File: src/rtl/bmult_prod_accum.sv
// -----------------------------------------------------------------------------
// bmult_prod_accum
//
// Product accumulator that sits downstream of a registered-input 14x14
// multiplier.  It issues the operand-accept strobe (in_ready) for the
// multiplier, tracks which products are meaningful with a fixed-latency
// {valid,last} tag pipeline, sums every ACC_LEN tagged products and presents
// the group sum on a valid/ready output.  The multiplier itself never stalls,
// so issue is throttled instead: the last element of a group is only accepted
// when the previous group's sum has been (or is being) handed off.
//
// Ports
//   clk        : clock, all state on the rising edge
//   rst_n      : asynchronous active-low reset
//   in_valid   : upstream presents an operand pair this cycle
//   in_ready   : pair accepted when in_valid && in_ready at the edge
//   flush      : synchronous clear of all group state
//   P          : product from the multiplier stage
//   out_valid  : sum holds a completed group
//   out_ready  : downstream accepts sum
//   sum        : group sum, held stable while out_valid && !out_ready
//   group_cnt  : number of groups handed off downstream (wraps)
// -----------------------------------------------------------------------------
module bmult_prod_accum #(
  parameter int P_W        = 28,
  parameter int PIPE_DEPTH = 2,
  parameter int ACC_LEN    = 8,
  parameter int ACC_W      = P_W + $clog2(ACC_LEN),
  parameter int CNT_W      = 16
) (
  input  logic             clk,
  input  logic             rst_n,
  input  logic             in_valid,
  output logic             in_ready,
  input  logic             flush,
  input  logic [P_W-1:0]   P,
  output logic             out_valid,
  input  logic             out_ready,
  output logic [ACC_W-1:0] sum,
  output logic [CNT_W-1:0] group_cnt
);

  localparam int               IDX_W    = $clog2(ACC_LEN);
  localparam logic [IDX_W-1:0] LAST_IDX = IDX_W'(ACC_LEN - 1);

  logic [IDX_W-1:0]      issue_cnt;
  logic [PIPE_DEPTH-1:0] tag_valid;
  logic [PIPE_DEPTH-1:0] tag_last;
  logic                  slot_busy;
  logic [ACC_W-1:0]      acc;

  logic             handshake;
  logic             accept;
  logic             last_accept;
  logic             p_valid;
  logic             p_last;
  logic [ACC_W-1:0] acc_plus_p;

  assign handshake   = out_valid && out_ready;

  // The last element of a group may only enter when the output slot is free,
  // or is being freed by a handshake on this very edge.  Depends only on
  // registers and out_ready, never on in_valid.
  assign in_ready    = !(issue_cnt == LAST_IDX && slot_busy && !handshake);
  assign accept      = in_valid && in_ready;
  assign last_accept = accept && (issue_cnt == LAST_IDX);

  // The oldest tag lines up with the product currently on P.
  assign p_valid     = tag_valid[PIPE_DEPTH-1];
  assign p_last      = tag_last[PIPE_DEPTH-1];
  assign acc_plus_p  = acc + ACC_W'(P);

  // Issue side: element index, tag pipeline and output-slot reservation.
  // NOTE: state registers use non-blocking assignments so every register
  // samples pre-edge values, independent of statement order.
  always_ff @(posedge clk or negedge rst_n) begin
    if (!rst_n) begin
      issue_cnt <= '0;
      tag_valid <= '0;
      tag_last  <= '0;
      slot_busy <= 1'b0;
    end else if (flush) begin
      // Drops in-flight products and any accept in this cycle.
      issue_cnt <= '0;
      tag_valid <= '0;
      tag_last  <= '0;
      slot_busy <= 1'b0;
    end else begin
      tag_valid[0] <= accept;
      tag_last[0]  <= last_accept;
      for (int i = 1; i < PIPE_DEPTH; i++) begin
        tag_valid[i] <= tag_valid[i-1];
        tag_last[i]  <= tag_last[i-1];
      end

      if (accept) begin
        issue_cnt <= (issue_cnt == LAST_IDX) ? '0 : issue_cnt + 1'b1;
      end

      // A new reservation wins over the release of the previous one.
      if (last_accept) begin
        slot_busy <= 1'b1;
      end else if (handshake) begin
        slot_busy <= 1'b0;
      end
    end
  end

  // Accumulate side: running sum, completed-group register and handoff count.
  always_ff @(posedge clk or negedge rst_n) begin
    if (!rst_n) begin
      acc       <= '0;
      sum       <= '0;
      out_valid <= 1'b0;
      group_cnt <= '0;
    end else if (flush) begin
      // sum and group_cnt intentionally keep their values.
      acc       <= '0;
      out_valid <= 1'b0;
    end else begin
      if (handshake) begin
        out_valid <= 1'b0;
        group_cnt <= group_cnt + 1'b1;
      end

      // Placed after the handshake so a completion on the same edge keeps
      // out_valid high for the new sum.
      if (p_valid) begin
        if (p_last) begin
          sum       <= acc_plus_p;
          out_valid <= 1'b1;
          acc       <= '0;
        end else begin
          acc       <= acc_plus_p;
        end
      end
    end
  end

endmodule
File: config.mk
export PLATFORM = sky130hd
export DESIGN_NAME = bmult_prod_accum
export DESIGN_NICKNAME = d
export VERILOG_FILES = /design/src/rtl/bmult_prod_accum.sv
export SDC_FILE = /design/constraint.sdc
export NUM_CORES = 1
export LEC_CHECK = 0
export ABC_AREA = 1
export CORE_ASPECT_RATIO = 1.1
export CORE_MARGIN = 4
export CORE_UTILIZATION = 57
export CTS_BUF_LIST = sky130_fd_sc_hd__clkbuf_2 sky130_fd_sc_hd__clkbuf_4 sky130_fd_sc_hd__clkbuf_8
export DETAILED_ROUTE_END_ITERATION = 10
export PLACE_DENSITY = 0.93
export SLEW_MARGIN = 40
export SYNTH_ARGS = -nofsm -noshare
export SYNTH_HDL_FRONTEND = slang
export SYNTH_SLANG_ARGS = --single-unit
File: constraint.sdc
create_clock -name clk -period 2.4 [get_ports clk]
set_clock_uncertainty 0.05 [all_clocks]
set_input_delay 0.36 -clock clk [delete_from_list [all_inputs] [get_ports clk]]
set_output_delay 0.36 -clock clk [all_outputs]
set_load 0.02 [all_outputs]
# Word level (Yosys, flattened, before mapping)
# Index checks and enable logic that the tools add are counted.
[totals]
inputBits = 33
romBits = 0
latchBits = 0
register_bits = 87
memories = 0
output_inout_bits = 49
ram_bits = 0
[classes]
eq_ne = 1
n_reduce_logical = 12
n_addsub = 3
bitwise_logic = 1
mul = 0
div_mod_pow = 0
n_lt_le_gt_ge = 0
n_shift = 0
mux = 15
[op_table]
columns = ["op", "n"]
rows = [
  ["$mux W31", 3],
  ["$add A31 B28 Y31", 1],
  ["$add A16 B1 Y16 const B", 1],
  ["$mux W3", 3],
  ["$mux W1", 7],
  ["$logic_and A1 B1 Y1", 5],
  ["$mux W2", 2],
  ["$reduce_bool A2 Y1", 2],
  ["$add A3 B1 Y3 const B", 1],
  ["$eq A3 B3 Y1 const B", 1],
  ["$reduce_and A3 Y1", 1],
  ["$reduce_bool A3 Y1", 1],
  ["$logic_not A1 Y1", 2],
  ["$reduce_and A2 Y1", 1],
  ["$not A1 Y1", 1],
]

# Logic depth before layout (Yosys ltp)
# Gate-level depths: netlist (run 1).
[logic_depth]
depth_word = 8
ltp_mapped = 12
mapped_depth_nobuf = 12

# Worst setup path before layout (run 1)
# No wires, ideal clock.
[synth_timing]
path_kind = "input-to-reg"
start = "input P[0]"
end = "register acc[28]"
arrival_time_ps = 1688
required_ps = 2232
setup_slack_ps = 544
path_stages = 10
cell_sequence = "ha_1 > fa_1 > nand3_1 > nand3_1 > nand3_1 > nand3_1 > nand2_1 > nand3_1 > nand3_1 > nand2_1"
[synth_via]
elab_chain_len = 4
[synth_rtl]
columns = ["item", "line_no", "source"]
rows = [
  ["start: declaration", "36", "input logic [P_W-1:0] P,"],
  ["$add A31 B28 Y31", "71", "assign acc_plus_p = acc + ACC_W'(P);"],
  ["$mux W31", "129", "if (p_last) begin"],
  ["$mux W31", "128", "if (p_valid) begin"],
  ["$mux W31", "116", "end else if (flush) begin"],
  ["end signal: assignment", "134", "acc <= acc_plus_p;"],
  ["end: declaration", "50", "logic [ACC_W-1:0] acc;"],
]
# Every way passes these cells. The select of a mux whose other input is x is not followed.
# A chain may end at the register's enable or synchronous reset.

# Worst setup path after layout (run 1)
[layout_timing]
start = "input P[12]"
end = "register sum[21]"
[layout_via]
elab_chain_len = 1
[layout_rtl]
columns = ["item", "line_no", "source"]
rows = [
  ["$add A31 B28 Y31", "71", ""],
  ["end signal: assignment", "130", "sum <= acc_plus_p;"],
  ["end: declaration", "39", "output logic [ACC_W-1:0] sum,"],
]
# Every way passes these cells.

==> metrics.txt, run 1 <==
post-DP HPWL 10700 um; clk_lat worst skew 370 ps; DR DRC count 0; initial core utilization 59.1%; Inst Count DP 995; Core Area 9440 um^2; critical path endpoint category flip-flop; total wire length 14100 um; Port-buffer cells 81; switching pwr 0.00103 W; Setup-failing EPs final 0; Finished Layout Cells 1011; internal power 0.00220 W; Reg area 2180 um^2; largest family of logic cells by synthesized area simple AND/OR/NAND/NOR gates; routed length per instance 14.0 um; Net Sw Frac 31.9%; kind of critical path input pin to flip-flop; synth unique cells 32; Root Buffer Master clkbuf_8; startpoint types input pin; Core Util, Final 71.9%; Worst Max-Slew Pin Slew 691 ps; sequential element share of the synthesized area 39.0%; RSZ-0062 raised after global routing no; dpl cell area 6610 um^2; Slew Limit Fails 0; crit-path max cell delay 440 ps; worst rel slew slack 53.9%; row count 37; Post-CTS Setup Inserts 0; IO Count 82; max cap viols 0; crit share post-route 88.6%; mux cell area share after synthesis 0%; Mean Syn Cell Area 7.02 um^2; Synth Cell Area 5580 um^2; Leak 3.79 nW; WP data required 2600 ps; Fillers 746; Initial DRC Count 463; crit path cell chain clkdlybuf4s50_1 > ha_1 > nand2_1 > inv_1 > nand2_1 > nor3_1 > nand2_1 > nand2_1 > nand2_1 > nand2_1 > nand2_1 > nand3_1 > nand2_1; clock buffer depth 2; 1st-pass router iterations 9; WHS Path Cells 2; share of cells above drive strength 1 5.93%; adder-cell share of the synthesized area 7.31%; Compound-Gate Fraction of Synth Area 4.46%; flops & latches, synth 87; Die Ht 112 um; pwr dens 475 nW/um^2; xor-xnor portion of the synthesized cell area 4.55%; Peak Freq 470 MHz; Chip Width 102 um; Max FO, Critical Path 4; die area 11400 um^2; largest net degree at the start of global routing 88; Worst Hold Class flip-flop to flip-flop; Mapped Nets 860; post-synthesis simple-gate area fraction 36.0%; final worst setup slack 274 ps; final std cell area, no fill 6790 um^2; Warnings, synthesis 0; global route overflow 0; CTS Buf Count 9; DR vias/cell 5.34; clock slew seen by the registers of the worst setup and hold paths 90 ps; CTS tree done; setup TNS 0 ps; routability cong. 0.987; antenna violations before repair 0; nets 955; global router's overall resource usage 25.6%; Via Count 5394; area of the multi-input gates 2930 um^2; most frequent CP cell nand2_1; Worst path slowest cell clkdlybuf4s50_1; Comb pwr share 21.9%; FF-to-FF path depth 10; minimum clock period 2130 ps; htree depth 3; worst vdd ir 0.248 mV; global-route wire length before repair 23600 um; vias in the first global route 5236; Clock Power Share 29.2%; antenna cells 0; area delta synth->final 21.7%; Crit path arrival time 2320 ps; Flop pwr share 48.9%; clk sinks 87; status completed; Final Hold Fails 0; Post-Syn Instances 795; Post-Place Worst Slack -73.1 ps; Antenna Nets Post-Route 0
-- synth_stat cells (all sizes together) --
cell      n  area, um^2
a21oi    19        95.1
a22o      1        8.76
and2      2        12.5
buf       5        31.3
clkbuf    8        30.0
dfrtp    87        2180
fa        1        20.0
ha       31         388
inv     112         425
nand2   340        1300
nand3    68         358
nand3b    6        57.6
nand4     3        18.8
nor2     50         235
nor3      5        30.0
o21ai    26         130
o21bai    1        7.51
o31ai     1        7.51
xnor2    18         158
xor2     11        96.3
-- critical path, delay by kind of cell --
kind | cells | cell delay [ps]
fa+ha+maj | 1 | 410
buf+inv | 2 | 520
simple gates | 10 | 1030
-- registers in the layout, indices dropped and copies added (netlist names) --
name	flops
sum	31
issue_cnt	3
acc	31
group_cnt	16
slot_busy	1
tag_valid	2
tag_last	2
out_valid	1
-- cell families (layout without fill, tap and decap cells) --
family,count (synthesis),count (layout)
xor gates and xnor gates,29,29
AOI/OAI and AO/OA,48,48
buffers and inverters,125,224
and+or+nand+nor,474,474
DFF,87,87
adders and majority gates,32,32
-- power groups by stage --
stage               Sequential (W)  Clock (W)  Combinational, W
global placement           0.00161          0          0.000681
finish                     0.00158   0.000942          0.000707
global route               0.00159    0.00101          0.000783
CTS                        0.00158   0.000940          0.000703
detailed placement         0.00161          0          0.000697
floorplan                  0.00166          0          0.000342
-- cell usage in the layout, fill, tap and decap left out, types with 2 or more instances in the layout --
master	instances
nand2_1	334
inv_1	110
dfrtp_1	87
clkdlybuf4s50_1	79
nand3_1	66
nor2_1	42
ha_1	31
o21ai_0	23
a21oi_1	19
xnor2_1	18
buf_4	15
xor2_1	11
clkbuf_8	9
nor2_4	6
nand2_2	5
nand3b_1	5
inv_6	3
nor3_2	3
nand4_1	3
o21ai_1	3
nor3_1	2
nor2_2	2
and2_1	2
clkinv_2	2
-- through the flow --
step / hold WS [ps] / total power [W]
after global routing: 436 / 0.00338
after global placement: 384 / 0.00229
final: 415 / 0.00323
after floorplan: 14.4 / 0.00200
after detailed placement: 385 / 0.00230
after CTS: 417 / 0.00322
-- area by class of cell --
type | instances | area share, %
clock buffers | 9 | 1.82
clock inverters | 6 | 0.645
inverters | 112 | 6.26
multi-input cells | 583 | 43.1
flip-flops and latches | 87 | 32.0
well taps | 117 | 2.15
repair buffers | 97 | 13.9
-- metal layers --
metal  wire length [um]  GRT usage [%]  up-vias
met2               6520           40.9      251
met3               1280           6.39       55
met5                  0              0        -
li1                   -              -     2648
met4                458           9.54        0
met1               5850           33.5     2440
-- what timing repair did --
item,CTS,global route
endpoints found under the hold margin,8,0
hold buffers,1,0
setup endpoints to repair,0,1
resized for setup,0,1
-- path summary, 6_finish.rpt --
kind	start	to	slack, ps
min reg2reg	tag_last[0]	tag_last[1]	420
min	tag_last[0]	tag_last[1]	420
max in group asynchronous	rst_n	sum[17]	1400
min in group asynchronous	rst_n	sum[29]	480
max	P[12]	sum[21]	270
max reg2reg	acc[0]	acc[20]	310
(Power assumes the default switching activity.)
==> run 2: changes to the inputs <==
--- a/config.mk
+++ b/config.mk
@@ -6,7 +6,7 @@
 export NUM_CORES = 1
 export LEC_CHECK = 0
 export ABC_AREA = 1
-export CORE_ASPECT_RATIO = 1.1
+export CORE_ASPECT_RATIO = 1.2
 export CORE_MARGIN = 4
 export CORE_UTILIZATION = 57
 export CTS_BUF_LIST = sky130_fd_sc_hd__clkbuf_2 sky130_fd_sc_hd__clkbuf_4 sky130_fd_sc_hd__clkbuf_8
==> run 2 against run 1 <==
  * Sequential share of layout area fell by 0.23 points
  * Global-route usage up 0.91 points
  * Worst setup slack improved by 4.3 ps
  * Largest cell class unchanged
  * First-iteration DRC count decreased by 19%
==> metrics.txt, run 2 (synthesis gave the netlist of run 1 again) <==
routed length per instance 14.2 um (was 14.0 um); Peak Freq 471 MHz (was 470 MHz); final std cell area, no fill 6840 um^2 (was 6790 um^2); Leak 3.80 nW (was 3.79 nW); area delta synth->final 22.6% (was 21.7%); worst reg2reg startpoint acc[0] (unchanged); setup TNS 0 ps (unchanged); global router's overall resource usage 26.5% (was 25.6%); Worst Hold Class input pin to asynchronous set/reset pin (was flip-flop to flip-flop); kind of critical path input pin to flip-flop (unchanged); dpl cell area 6630 um^2 (was 6610 um^2); final worst setup slack 279 ps (was 274 ps); worst reg2reg setup slack 280 ps (was 310 ps); post-DP HPWL 11200 um (was 10700 um); minimum clock period 2120 ps (was 2130 ps); Initial DRC Count 377 (was 463); clk_lat worst skew 380 ps (was 370 ps); Net Sw Frac 31.3% (was 31.9%); Worst Max-Slew Pin Slew 414 ps (was 691 ps); DR vias/cell 5.15 (was 5.34); reg2reg end acc[28] (was acc[20]); Die Ht 116 um (was 112 um); CTS Buf Count 9 (unchanged); Crit path arrival time 2350 ps (was 2320 ps); Fillers 791 (was 746); Flop pwr share 46.6% (was 48.9%); global-route wire length before repair 24200 um (was 23600 um); Comb pwr share 20.9% (was 21.9%); Antenna Nets Post-Route 0 (unchanged); Core Util, Final 71.6% (was 71.9%); clock slew seen by the registers of the worst setup and hold paths 100 ps (was 90 ps); FF-to-FF path depth 10 (unchanged); Root Buffer Master clkbuf_8 (unchanged); htree depth 3 (unchanged); Core Area 9560 um^2 (was 9440 um^2); critical path endpoint category flip-flop (unchanged); Via Count 5248 (was 5394); total wire length 14400 um (was 14100 um); status completed (unchanged); vias in the first global route 5253 (was 5236); pwr dens 497 nW/um^2 (was 475 nW/um^2); nets 956 (was 955); DR DRC count 0 (unchanged); row count 39 (was 37); clk sinks 87 (unchanged); IO Count 82 (unchanged); worst rel slew slack 72.4% (was 53.9%); share of cells above drive strength 1 6.14% (was 5.93%); antenna cells 0 (unchanged); die area 11400 um^2 (about the same); Post-Place Worst Slack -93.9 ps (was -73.1 ps); Slew Limit Fails 0 (unchanged); biggest regs acc (31), sum (31), group_cnt (16) (unchanged); CTS tree done (unchanged); initial core utilization 58.4% (was 59.1%); commonest non-fill, non-tap cell in the layout nand2_1 (unchanged); Max FO, Critical Path 4 (unchanged); Setup-failing EPs final 0 (unchanged); routability cong. 0.994 (was 0.987); internal power 0.00234 W (was 0.00220 W); WHS 402 ps (was 415 ps); most frequent cells in the layout nand2_1 (334), inv_1 (110), dfrtp_1 (87), clkdlybuf4s50_1 (79), nand3_1 (66) (unchanged); crit share post-route 88.4% (was 88.6%); Port-buffer cells 81 (unchanged); 1st-pass router iterations 5 (was 9); WP data required 2630 ps (was 2600 ps); max cap viols 0 (unchanged); Clock Power Share 32.5% (was 29.2%); switching pwr 0.00107 W (was 0.00103 W); largest net degree at the start of global routing 38 (was 88); antenna violations before repair 0 (unchanged); global route overflow 0 (unchanged); clock buffer depth 2 (unchanged); startpoint types input pin (unchanged); Chip Width 98.3 um (was 102 um); Final Hold Fails 0 (unchanged); RSZ-0062 raised after global routing no (unchanged); worst vdd ir 0.341 mV (was 0.248 mV)
==> run 2: cell count changes in the layout (fill, tap and decap cells not counted), sizes merged <==
cell | before | now
buf | 16 | 17
clkbuf | 9 | 10
dlymetal6s2s | 1 | 0
bufinv | 0 | 1
dlygate4sd2 | 0 | 1
clkinv | 3 | 0
inv | 114 | 116
==> run 2: what timing repair did <==
| action | 4_1_cts | 5_1_grt |
|---|---|---|
| resized for setup | 1 | 0 |
| endpoints found under the hold margin | 27 | 0 |
| endpoints found under the setup margin | 1 | 0 |
| setup buffers | 0 | 0 |
| hold buffers | 1 | 0 |
==> run 2: worst max-delay path: stages <==
cell	delay, ps
clkdlybuf4s50_1	410
ha_1	230
fa_1	460
nand3_1	100
nand3_1	110
nand3_1	100
nand3_1	170
nand2_1	140
nand3_1	110
nand3_1	100
nand2_1	50
==> run 2: worst max path at each step <==
stage	from	to	slack, ps	cells after the start
after floorplan	P[0]	acc[28]	540	10
after global placement	P[0]	sum[28]	-10	11
after detailed placement	P[0]	sum[28]	-90	11
after CTS	issue_cnt[0]	in_ready	270	4
after global routing	P[0]	acc[24]	70	11
final	P[0]	acc[28]	280	11
==> run 2: layer usage <==
layer / global-route usage [%] / vias up / share of wire (%)
met5: 0 / - / 0
met4: 12.7 / 0 / 4.0
met3: 4.54 / 43 / 6.1
met2: 47.7 / 176 / 50
met1: 30.9 / 2386 / 40
li1: - / 2643 / -
==> run 2: area by class of cell <==
class / count / area [um^2] / share of cell area, %
well taps: 123 / 154 / 2.25
inverters: 112 / 425 / 6.22
repair buffers: 98 / 950 / 13.9
clock buffers: 10 / 131 / 1.92
multi-input cells: 583 / 2930 / 42.8
clock inverters: 6 / 75.1 / 1.10
flip-flops and latches: 87 / 2180 / 31.8
==> run 2: power groups by stage <==
stage          Sequential (W)  Clock [W]  Combinational [W]
3_5_place_dp          0.00161          0           0.000706
6_report              0.00158    0.00111           0.000712
5_1_grt               0.00159    0.00117           0.000791
4_1_cts               0.00159    0.00111           0.000711
3_3_place_gp          0.00161          0           0.000691
2_1_floorplan         0.00166          0           0.000342
==> run 2: per-stage QoR <==
stage | total power (W) | instances
after global placement | 0.00230 | 1002
after floorplan | 0.00200 | 795
after detailed placement | 0.00232 | 1002
after global routing | 0.00355 | 1019
final | 0.00340 | 1019
after CTS | 0.00341 | 1019
==> run 3: changes to the inputs <==
--- a/config.mk
+++ b/config.mk
@@ -10,8 +10,9 @@
 export CORE_MARGIN = 4
 export CORE_UTILIZATION = 57
 export CTS_BUF_LIST = sky130_fd_sc_hd__clkbuf_2 sky130_fd_sc_hd__clkbuf_4 sky130_fd_sc_hd__clkbuf_8
+export CTS_CLUSTER_DIAMETER = 40
 export DETAILED_ROUTE_END_ITERATION = 10
-export PLACE_DENSITY = 0.93
+export PLACE_DENSITY = 0.83
 export SLEW_MARGIN = 40
 export SYNTH_ARGS = -nofsm -noshare
 export SYNTH_HDL_FRONTEND = slang
==> run 3 against run 2 <==
  * Routed wire length fell by 0.80%
  * Global-route usage is 0.71 points lower
  * Flip-flop and latch count stayed put
  * Combinational power is 1% lower
  * Maximum frequency is 2.4% lower
  * Via count shrank 0.50%
  * Die area did not move
  * Sequential power about the same
  * Critical path depth fell by 3
  * Cell count grew 0.20%
  * Clock-buffer cell count up 1
  * Sequential share of layout area decreased by 0.087 points
  * Critical path type is now flip-flop to flip-flop
  * Largest cell class unchanged
  * Largest power group unchanged
==> metrics.txt, run 3 (synthesis gave the netlist of run 1 again) <==
status completed (unchanged); kind of critical path flip-flop to flip-flop (was input pin to flip-flop); post-DP HPWL 11100 um (was 11200 um); commonest non-fill, non-tap cell in the layout nand2_1 (unchanged); share of cells above drive strength 1 6.24% (was 6.14%); global-route wire length before repair 23900 um (was 24200 um); most frequent cells in the layout nand2_1 (334), inv_1 (110), dfrtp_1 (87), clkdlybuf4s50_1 (79), nand3_1 (66) (unchanged); worst vdd ir 0.267 mV (was 0.341 mV); CTS tree done (unchanged); startpoint types flip-flop (was input pin); max cap viols 0 (unchanged); row count 39 (unchanged); Root Buffer Master clkbuf_8 (unchanged); Setup-failing EPs final 0 (unchanged); Crit path arrival time 2440 ps (was 2350 ps); vias in the first global route 5277 (was 5253); biggest regs acc (31), sum (31), group_cnt (16) (unchanged); total wire length 14300 um (was 14400 um); Chip Width 98.3 um (unchanged); Slew Limit Fails 0 (unchanged); crit-path max cell delay 410 ps (was 460 ps); Die Ht 116 um (unchanged); Worst Hold Class input pin to asynchronous set/reset pin (unchanged); initial core utilization 58.4% (unchanged); Core Area 9560 um^2 (unchanged); routability cong. 1.02 (was 0.994); GRT Max-Usage Layer met2 (unchanged); clock slew seen by the registers of the worst setup and hold paths 100 ps (about the same); Max FO, Critical Path 4 (unchanged); Final Hold Fails 0 (unchanged); CTS Buf Count 9 (unchanged); Post-CTS Setup Inserts 0 (unchanged); IO Count 82 (unchanged); Leak 3.81 nW (was 3.80 nW); Port-buffer cells 81 (unchanged); GR Util met3 4.00% (was 4.54%); clock buffer depth 2 (unchanged); DR vias/cell 5.11 (was 5.15); global route overflow 0 (unchanged); crit share post-route 90.5% (was 88.4%); WP data required 2660 ps (was 2630 ps); routing usage on met1 32.0% (was 30.9%); die area 11400 um^2 (unchanged); nets 958 (was 956); global router's overall resource usage 25.8% (was 26.5%); M2 GR Usage 45.4% (was 47.7%); Worst path slowest cell dfrtp_1 (was fa_1); delay-heaviest family, CP simple AND/OR/NAND/NOR gates (unchanged); Buf/Inv on CP 0 (was 1); antenna violations before repair 0 (unchanged); clk_lat worst skew 390 ps (was 380 ps); RSZ-0062 raised after global routing no (unchanged); critical path endpoint category flip-flop (unchanged); crit path cell chain ha_1 > nand2_1 > nor2_1 > nand3_1 > nand3b_1 > xor2_1 > nand2_1 > nand2_1 (was clkdlybuf4s50_1 > ha_1 > fa_1 > nand3_1 > nand3_1 > nand3_1 > nand3_1 > nand2_1 > nand3_1 > nand3_1 > nand2_1); setup TNS 0 ps (unchanged); DR DRC count 0 (unchanged); Antenna Nets Post-Route 0 (unchanged); antenna cells 0 (unchanged); routed length per instance 14.0 um (was 14.2 um); WHS 396 ps (was 402 ps); htree depth 3 (unchanged); most frequent CP cell nand2_1 (was nand3_1); clk sinks 87 (unchanged); 1st-pass router iterations 5 (unchanged); worst rel slew slack 70.1% (was 72.4%); minimum clock period 2170 ps (was 2120 ps); Peak Freq 460 MHz (was 471 MHz); pwr dens 488 nW/um^2 (was 497 nW/um^2); area delta synth->final 22.9% (was 22.6%); Initial DRC Count 333 (was 377); Via Count 5222 (was 5248); Worst Max-Slew Pin Slew 449 ps (was 414 ps); largest net degree at the start of global routing 58 (was 38)
## run 3: final cells by class
class,instances,area (um^2)
Fill cell,806,2700
Clock inverter,5,45.0
Inverter,112,425
Multi-Input combinational cell,583,2930
Clock buffer,11,151
Timing Repair Buffer,100,981
Tap cell,123,154
Sequential cell,87,2180
## run 3: through the flow
step	utilization, %	area [um^2]	total power, W	std cells	setup WS, ps
floorplan	-	5580	0.00200	795	544
global placement	69.6	6650	0.00230	1004	-114
detailed placement	69.6	6650	0.00231	1004	-83.3
CTS	71.7	6860	0.00336	1021	2.81
global route	71.8	6860	0.00350	1021	199
finish	71.8	6860	0.00335	1021	227
## run 3: what timing repair did
action | in CTS | in global routing
gates resized for setup | 0 | 1
endpoints found under the setup margin | 0 | 1
hold buffers | 1 | 0
hold endpoints to repair | 30 | 0
## run 3: path summary, 6_finish.rpt
path | from | endpoint | slack (ps) | depth (start not counted)
max | acc[7] | acc[11] | 230 | 8
min | rst_n | sum[1] | 400 | 2
max reg2reg | acc[7] | acc[11] | 230 | 8
min reg2reg | group_cnt[15] | group_cnt[15] | 430 | 1
max in group asynchronous | rst_n | sum[27] | 1250 | 3
min in group clk | group_cnt[15] | group_cnt[15] | 430 | 1
## run 3: where the power goes
part | switching [W] | total [W] | internal, W
sequential | 0.0000459 | 0.00158 | 0.00154
clock | 0.000607 | 0.00106 | 0.000452
combinational | 0.000416 | 0.000705 | 0.000289
## run 3: layer usage
metal	routed length (um)	up-vias
met1	6250	2379
met4	451	0
met2	6940	147
li1	-	2655
met3	681	41
met5	0	-
